[config.mk]
export PLATFORM = sky130hd
export DESIGN_NAME = wptr_full_prog
export DESIGN_NICKNAME = d
export VERILOG_FILES = /design/src/rtl/wptr_full_prog.sv
export SDC_FILE = /design/constraint.sdc
export NUM_CORES = 1
export LEC_CHECK = 0
export BUFFER_PORTS_ARGS = -buffer_cell sky130_fd_sc_hd__buf_2
export CORE_MARGIN = 5
export CORE_UTILIZATION = 47
export DETAILED_ROUTE_END_ITERATION = 12
export GPL_ROUTABILITY_DRIVEN = 0
export GPL_TIMING_DRIVEN = 0
export PLACE_DENSITY_LB_ADDON = 0.3
export RECOVER_POWER = 50
export REMOVE_ABC_BUFFERS = 1
export SLEW_MARGIN = 20
export SYNTH_ARGS = -nofsm -noshare
export SYNTH_HDL_FRONTEND = slang
export SYNTH_SLANG_ARGS = --single-unit
[constraint.sdc]
create_clock -name clk_wr -period 2.7 [get_ports clk_wr]
set_input_delay 0.54 -clock clk_wr [delete_from_list [all_inputs] [get_ports clk_wr]]
set_output_delay 0.54 -clock clk_wr [all_outputs]
set_load 0.01 [all_outputs]
[src/rtl/wptr_full_prog.sv]
// Write-side pointer and status block for the dual-clock FIFO.
// Optional level/almost-full logic is built when WPTR_FULL_PROG_LEVEL_EN is defined.
module wptr_full_prog #(
   parameter int ADDR_W       = 4,
   parameter int SYNC_STAGES  = 2,
   parameter int AFULL_THRESH = 12
) (
   input  logic              clk_wr,
   input  logic              rst_wr,
   input  logic              wr_en,
   input  logic              wr_ovf_clr,
   input  logic [ADDR_W:0]   rd_gray_async,
   output logic [ADDR_W-1:0] wr_addr,
   output logic [ADDR_W:0]   wr_gray,
   output logic              wr_full,
   output logic              wr_almost_full,
   output logic [ADDR_W:0]   wr_level,
   output logic              wr_ack,
   output logic              wr_overflow
);

   if ((ADDR_W < 32'sd2) || (SYNC_STAGES < 32'sd2) || (AFULL_THRESH < 32'sd1) ||
       (AFULL_THRESH > (32'sd1 << ADDR_W))) begin : g_bad_cfg
      $error("wptr_full_prog: illegal parameter combination");
   end

   logic [ADDR_W:0] bin_r;
   logic [ADDR_W:0] bin_next_s;
   logic [ADDR_W:0] gray_next_s;
   logic [ADDR_W:0] full_cmp_s;
   logic [ADDR_W:0] rd_gray_s;
   logic [ADDR_W:0] sync_r [SYNC_STAGES];
   logic            accept_s;

   assign wr_addr   = bin_r[ADDR_W-1:0];
   assign rd_gray_s = sync_r[SYNC_STAGES-1];

   // Next pointer values and the "full after this edge" Gray pattern.
   always_comb begin
      accept_s    = wr_en & ~wr_full;
      bin_next_s  = bin_r + {{ADDR_W{1'b0}}, accept_s};
      gray_next_s = bin_next_s ^ (bin_next_s >> 1);
      full_cmp_s  = {~gray_next_s[ADDR_W], ~gray_next_s[ADDR_W-1], gray_next_s[ADDR_W-2:0]};
   end

   // Read-pointer synchroniser chain into clk_wr.
   always_ff @(posedge clk_wr or posedge rst_wr) begin
      if (rst_wr) begin
         for (int i = 0; i < SYNC_STAGES; i++) begin
            sync_r[i] <= '0;
         end
      end else begin
         sync_r[0] <= rd_gray_async;
         for (int i = 1; i < SYNC_STAGES; i++) begin
            sync_r[i] <= sync_r[i-1];
         end
      end
   end

   // Pointer, full, ack and sticky overflow (set wins over clear).
   always_ff @(posedge clk_wr or posedge rst_wr) begin
      if (rst_wr) begin
         bin_r       <= '0;
         wr_gray     <= '0;
         wr_full     <= 1'b0;
         wr_ack      <= 1'b0;
         wr_overflow <= 1'b0;
      end else begin
         bin_r   <= bin_next_s;
         wr_gray <= gray_next_s;
         wr_full <= (rd_gray_s == full_cmp_s);
         wr_ack  <= accept_s;
         if (wr_en & wr_full) begin
            wr_overflow <= 1'b1;
         end else if (wr_ovf_clr) begin
            wr_overflow <= 1'b0;
         end else begin
            wr_overflow <= wr_overflow;
         end
      end
   end

`ifdef WPTR_FULL_PROG_LEVEL_EN
   localparam logic [ADDR_W:0] THRESH = AFULL_THRESH[ADDR_W:0];

   function automatic logic [ADDR_W:0] gray2bin(input logic [ADDR_W:0] g);
      logic [ADDR_W:0] b;
      b[ADDR_W] = g[ADDR_W];
      for (int i = ADDR_W - 1; i >= 0; i--) begin
         b[i] = b[i+1] ^ g[i];
      end
      return b;
   endfunction

   logic [ADDR_W:0] rd_bin_s;
   logic [ADDR_W:0] diff_s;

   // Conservative occupancy against the lagging synchronised read pointer.
   always_comb begin
      rd_bin_s = gray2bin(rd_gray_s);
      diff_s   = bin_next_s - rd_bin_s;
   end

   // Registered level and almost-full.
   always_ff @(posedge clk_wr or posedge rst_wr) begin
      if (rst_wr) begin
         wr_level       <= '0;
         wr_almost_full <= 1'b0;
      end else begin
         wr_level       <= diff_s;
         wr_almost_full <= (diff_s >= THRESH);
      end
   end
`else
   assign wr_level       = '0;
   assign wr_almost_full = 1'b0;
`endif

endmodule

**Word-level counts from Yosys, hierarchy flattened**

Index checks and enable logic that the tools add are counted.

- Flip-flop bits (word level): 23
- Output and inout port bits: 18
- Bits of input ports: 9
- Logic and storage cells: 18

- Add/sub/neg operators: 1
- Muxes and demuxes: 2
- Eq/ne operators: 1
- Reduce and logical (&&, ||, !) cells: 1
- Bitwise operators: 6

Operators by type and width:

| kind | number |
|---|---|
| 5-bit by 1-bit adder with 5-bit output | 1 |
| 5-bit equality test | 1 |
| 5-bit by 4-bit XOR with 5-bit output | 1 |
| 1-bit inverter | 3 |
| 1-bit AND | 2 |
| 1-bit two-way mux | 2 |
| 2-bit nonzero test | 1 |

**Depth between registers and ports, before layout**

- Depth in word-level cells: 6
- Depth in mapped cells: 7
- Gate-level depth less buffers: 7

**Least setup slack after synthesis**

OpenSTA, ideal clock, no wires.

- Path type: input-to-reg
- Start point: in wr_en
- End point: reg wr_full
- Data required time: 2.606 ns
- Arrival: 2.025 ns
- Slack: 0.581 ns
- Stages on the path: 7
- Cells stage by stage: nor2b_1 > ha_1 > ha_1 > xor2_1 > xor2_1 > or3_1 > a221oi_2

- Elaborated cells between the ends (all ways): 6

RTL lines:

| what | RTL line | text |
|---|---|---|
| start: declaration | 10 | `input logic wr_en,` |
| 1-bit AND | 40 | `accept_s = wr_en & ~wr_full;` |
| 5-bit by 1-bit adder with 5-bit output | 41 | `bin_next_s = bin_r + {{ADDR_W{1'b0}}, accept_s};` |
| net bin_next_s[2] | 28 | `logic [ADDR_W:0] bin_next_s;` |
| 5-bit by 4-bit XOR with 5-bit output | 42 | `gray_next_s = bin_next_s ^ (bin_next_s >> 1);` |
| 5-bit equality test | 71 | `wr_full <= (rd_gray_s == full_cmp_s);` |
| end signal: assignment | 71 |  |
| end: declaration | 15 | `output logic wr_full,` |

The timed path passes the listed nets, and every way through them passes these cells.
A chain may end at the register's enable or synchronous reset.

**Worst setup path in the final report**

- Start point: reg wr_full
- End point: reg wr_full

- Elaborated cells between the ends (all ways): 7

RTL lines:

| what | RTL line | text |
|---|---|---|
| 1-bit inverter | 40 |  |
| 1-bit AND | 40 |  |
| net accept_s | 33 | `logic accept_s;` |
| 5-bit by 1-bit adder with 5-bit output | 41 |  |
| net bin_next_s[2] | 28 |  |
| 5-bit by 4-bit XOR with 5-bit output | 42 |  |
| 5-bit equality test | 71 |  |

The timed path passes the listed nets, and every way through them passes these cells.

==> summary.txt <==
Logic synthesis
  – Top-count cell post-synth: dfrtp_1
  – Post-synth top cells: 22 x dfrtp_1, 8 x xor2_1, 6 x buf_4
  – Synth Flop Type: dfrtp_1
  – Post-synth top area share: around two thirds
  – Mapped Cells: between 50 and 60
  – Avg Inst Size Synth: between 10 and 15 um2
  – Post-synthesis register bit count: 22
  – Synth area leaders: dfrtp_1 67%, xor2_1 8.5%, buf_4 5.5%
  – Synth async-reset ratio: 100%
  – Netlist Area Pre-Place: 826 um2
  – Library cells used by synthesis: 16
  – Sequential area share after synthesis: 66.7%
  – Synth Warn #: 0
  – Area leader, netlist: dfrtp_1
  – EDFF count, synth: 0

Route
  – Final ANT Viol Nets: 0
  – DRT iter0 DRCs: 0
  – Drt first pass iters: 1
  – DR vias: 441
  – WL per Instance: between 10 and 15 um
  – Vias per cell: 4.55
  – Remaining DRCs: 0
  – Routed wire length: between 1000 and 1500 um

Power and ir drop
  – Leak pwr: 0.490 nW
  – Pwr per Cell Area: around 1100 nW/um2
  – Sw Share: 34.3%
  – Overall power: approximately 1.1 mW
  – Part of the power in combinational logic: 40.0%
  – Worst IR Drop VDD: ~0.43 mV
  – P_sw: between 300 and 400 uW
  – Clock share of power: roughly 16%
  – Internal power: 703 uW
  – Reg power frac: ~44%

Timing
  – Final count of hold timing violations: 0
  – Setup_tns: 0 ns
  – Fmax: ~0.47 GHz
  – Final Max Tran Viols: 0
  – Period utilisation layout: about four fifths
  – Setup Skew: roughly 0.0014 ns
  – Slew Limit Headroom: a little under half
  – WHS: ~0.34 ns
  – PnR worst setup slack: 0.563 ns
  – Measured slew at the worst slew-check pin: between 0.7 and 0.8 ns
  – RSZ-0062 raised after global routing: false
  – Final setup vio count: 0
  – Final Critical Period: roughly 2.1 ns

Global routing
  – Largest net degree at the start of global routing: 23
  – Vias in the first global route: between 400 and 500
  – First-pass GRT wire length: 1720 um
  – Total grt overflow: 0
  – GRT Util Overall: approximately a tenth
  – Initial antenna violation count: 0

Clocking
  – Hold buffers post-CTS: 0
  – Clk buf depth: 2
  – CTS root buf: clkbuf_4
  – H-tree Lvls: 1
  – CTS Sinks: 22
  – Cts bufs inserted: 3
  – CTS tree: yes
  – Cts repair resizes: 0
  – Clock Latency Late Sink: roughly 0.29 ns
  – Clock-pin slew on the worst setup and hold paths: between 0.1 and 0.15 ns
  – Post-CTS setup buffer count: 0

Job
  – Max-cap viol count: 0

Placement
  – Placed Instances: 93
  – Placed Area: 921 um2
  – Pre-CTS WS: 0.275 ns
  – IO buf count: 20

Layout
  – Final std cells w/o fill: a little under 100
  – Nets@finish: ~90
  – Fill count: between 100 and 150
  – Finished Core Util: 56.7%
  – Register area: between 500 and 600 um2
  – Antenna fix cells: 0
  – Multi-input gate area: 238 um2
  – P&R area growth vs syn: 15.9%
  – Final instance area: 957 um2
  – Share of cells above drive strength 1: a little under a third

Setup path
  – Setup CP Type: flop to flop
  – Critical path arrival: 2.34 ns
  – Req. time, crit path: about 2.9 ns
  – Worst setup EP type: flop
  – Max FO, Critical Path: 3
  – Setup crit start kind: flop

Run status
  – Status: finished, final reports clean

Die
  – Starting Density: about half
  – Die X: between 50 and 60 um
  – Core Region: ~1700 um2
  – Die height: around 52 um
  – Site Rows: 15
  – IO Count: 27
  – Die ar.: between 2000 and 3000 um2

Worst hold path
  – Hold WC Path Type: input pin to flop
==> final cells by class <==
| cell class | instances | area share, % |
|---|---|---|
| sequential | 22 | 57.5 |
| multi-input combinational | 31 | 24.8 |
| timing repair buffer | 20 | 10.5 |
| clock buffer | 4 | 3.79 |
| tap | 17 | 2.22 |
| inverter | 3 | 1.18 |
==> flip-flops by register name (all words and copies together), names as in the netlist <==
signal and cells:
bin_r 5, rd_gray_s 5, sync_r 5, wr_gray 4
wr_ack 1, wr_full 1, wr_overflow 1
==> critical path, stage by stage, from the launching register on <==
cell and delay (ns):
dfrtp_1 0.40, nor2b_1 0.16, ha_1 0.21, ha_1 0.22
xor2_1 0.31, xor2_1 0.12, or3_1 0.37, a221oi_2 0.24
==> path summary, 6_finish.rpt <==
check	start	to	slack [ns]	cells past startpoint
min in group asynchronous	rst_wr	rd_gray_s[1]	0.37	2
setup reg to reg	wr_full	wr_full	0.56	7
hold reg to reg	sync_r[9]	rd_gray_s[4]	0.36	0
max in group asynchronous	rst_wr	rd_gray_s[3]	1.84	2
hold / removal	rd_gray_async[1]	sync_r[6]	0.34	1
setup / recovery	wr_full	wr_full	0.56	7
==> logic make-up after synthesis <==
kind of cell	Yosys count	share of synthesized area [%]
adder cells (fa/ha/maj)	2	3.03
AO/OA/AOI/OAI	3	3.33
AND/OR/NAND/NOR	8	5.30
buffers and inverters	9	6.82
other	1	0.454
XOR/XNOR	12	14.4
flip-flops	22	66.7
==> metal layers <==
layer | vias up | track usage, % | part of all wire (%)
met5 | - | 0 | 0
met4 | 0 | 7.86 | 1.6
met3 | 2 | 4.01 | 13
met2 | 22 | 13.6 | 46
met1 | 200 | 10.5 | 39
li1 | 217 | - | -
==> power groups by stage <==
| stage | Sequential (mW) | Clock, mW | Combinational, mW |
|---|---|---|---|
| after detailed placement | 0.483 | 0 | 0.437 |
| after floorplan | 0.522 | 0 | 0.266 |
| after global routing | 0.488 | 0.199 | 0.467 |
| after CTS | 0.476 | 0.179 | 0.437 |
| after global placement | 0.480 | 0 | 0.429 |
| final | 0.474 | 0.169 | 0.429 |
==> layout by cell type (no fill, tap or decap) <==
cell type / instances
a21boi_1: 1
a221oi_2: 1
and3_1: 1
buf_2: 20
clkbuf_4: 3
clkbuf_8: 1
conb_1: 6
dfrtp_1: 22
ha_1: 2
inv_1: 3
nand2_1: 1
nand3_1: 3
nor2b_1: 1
o21ai_0: 1
or3_1: 2
xnor2_1: 3
xnor3_1: 1
xor2_1: 8
No activity file was read; power rests on OpenSTA's default activity.
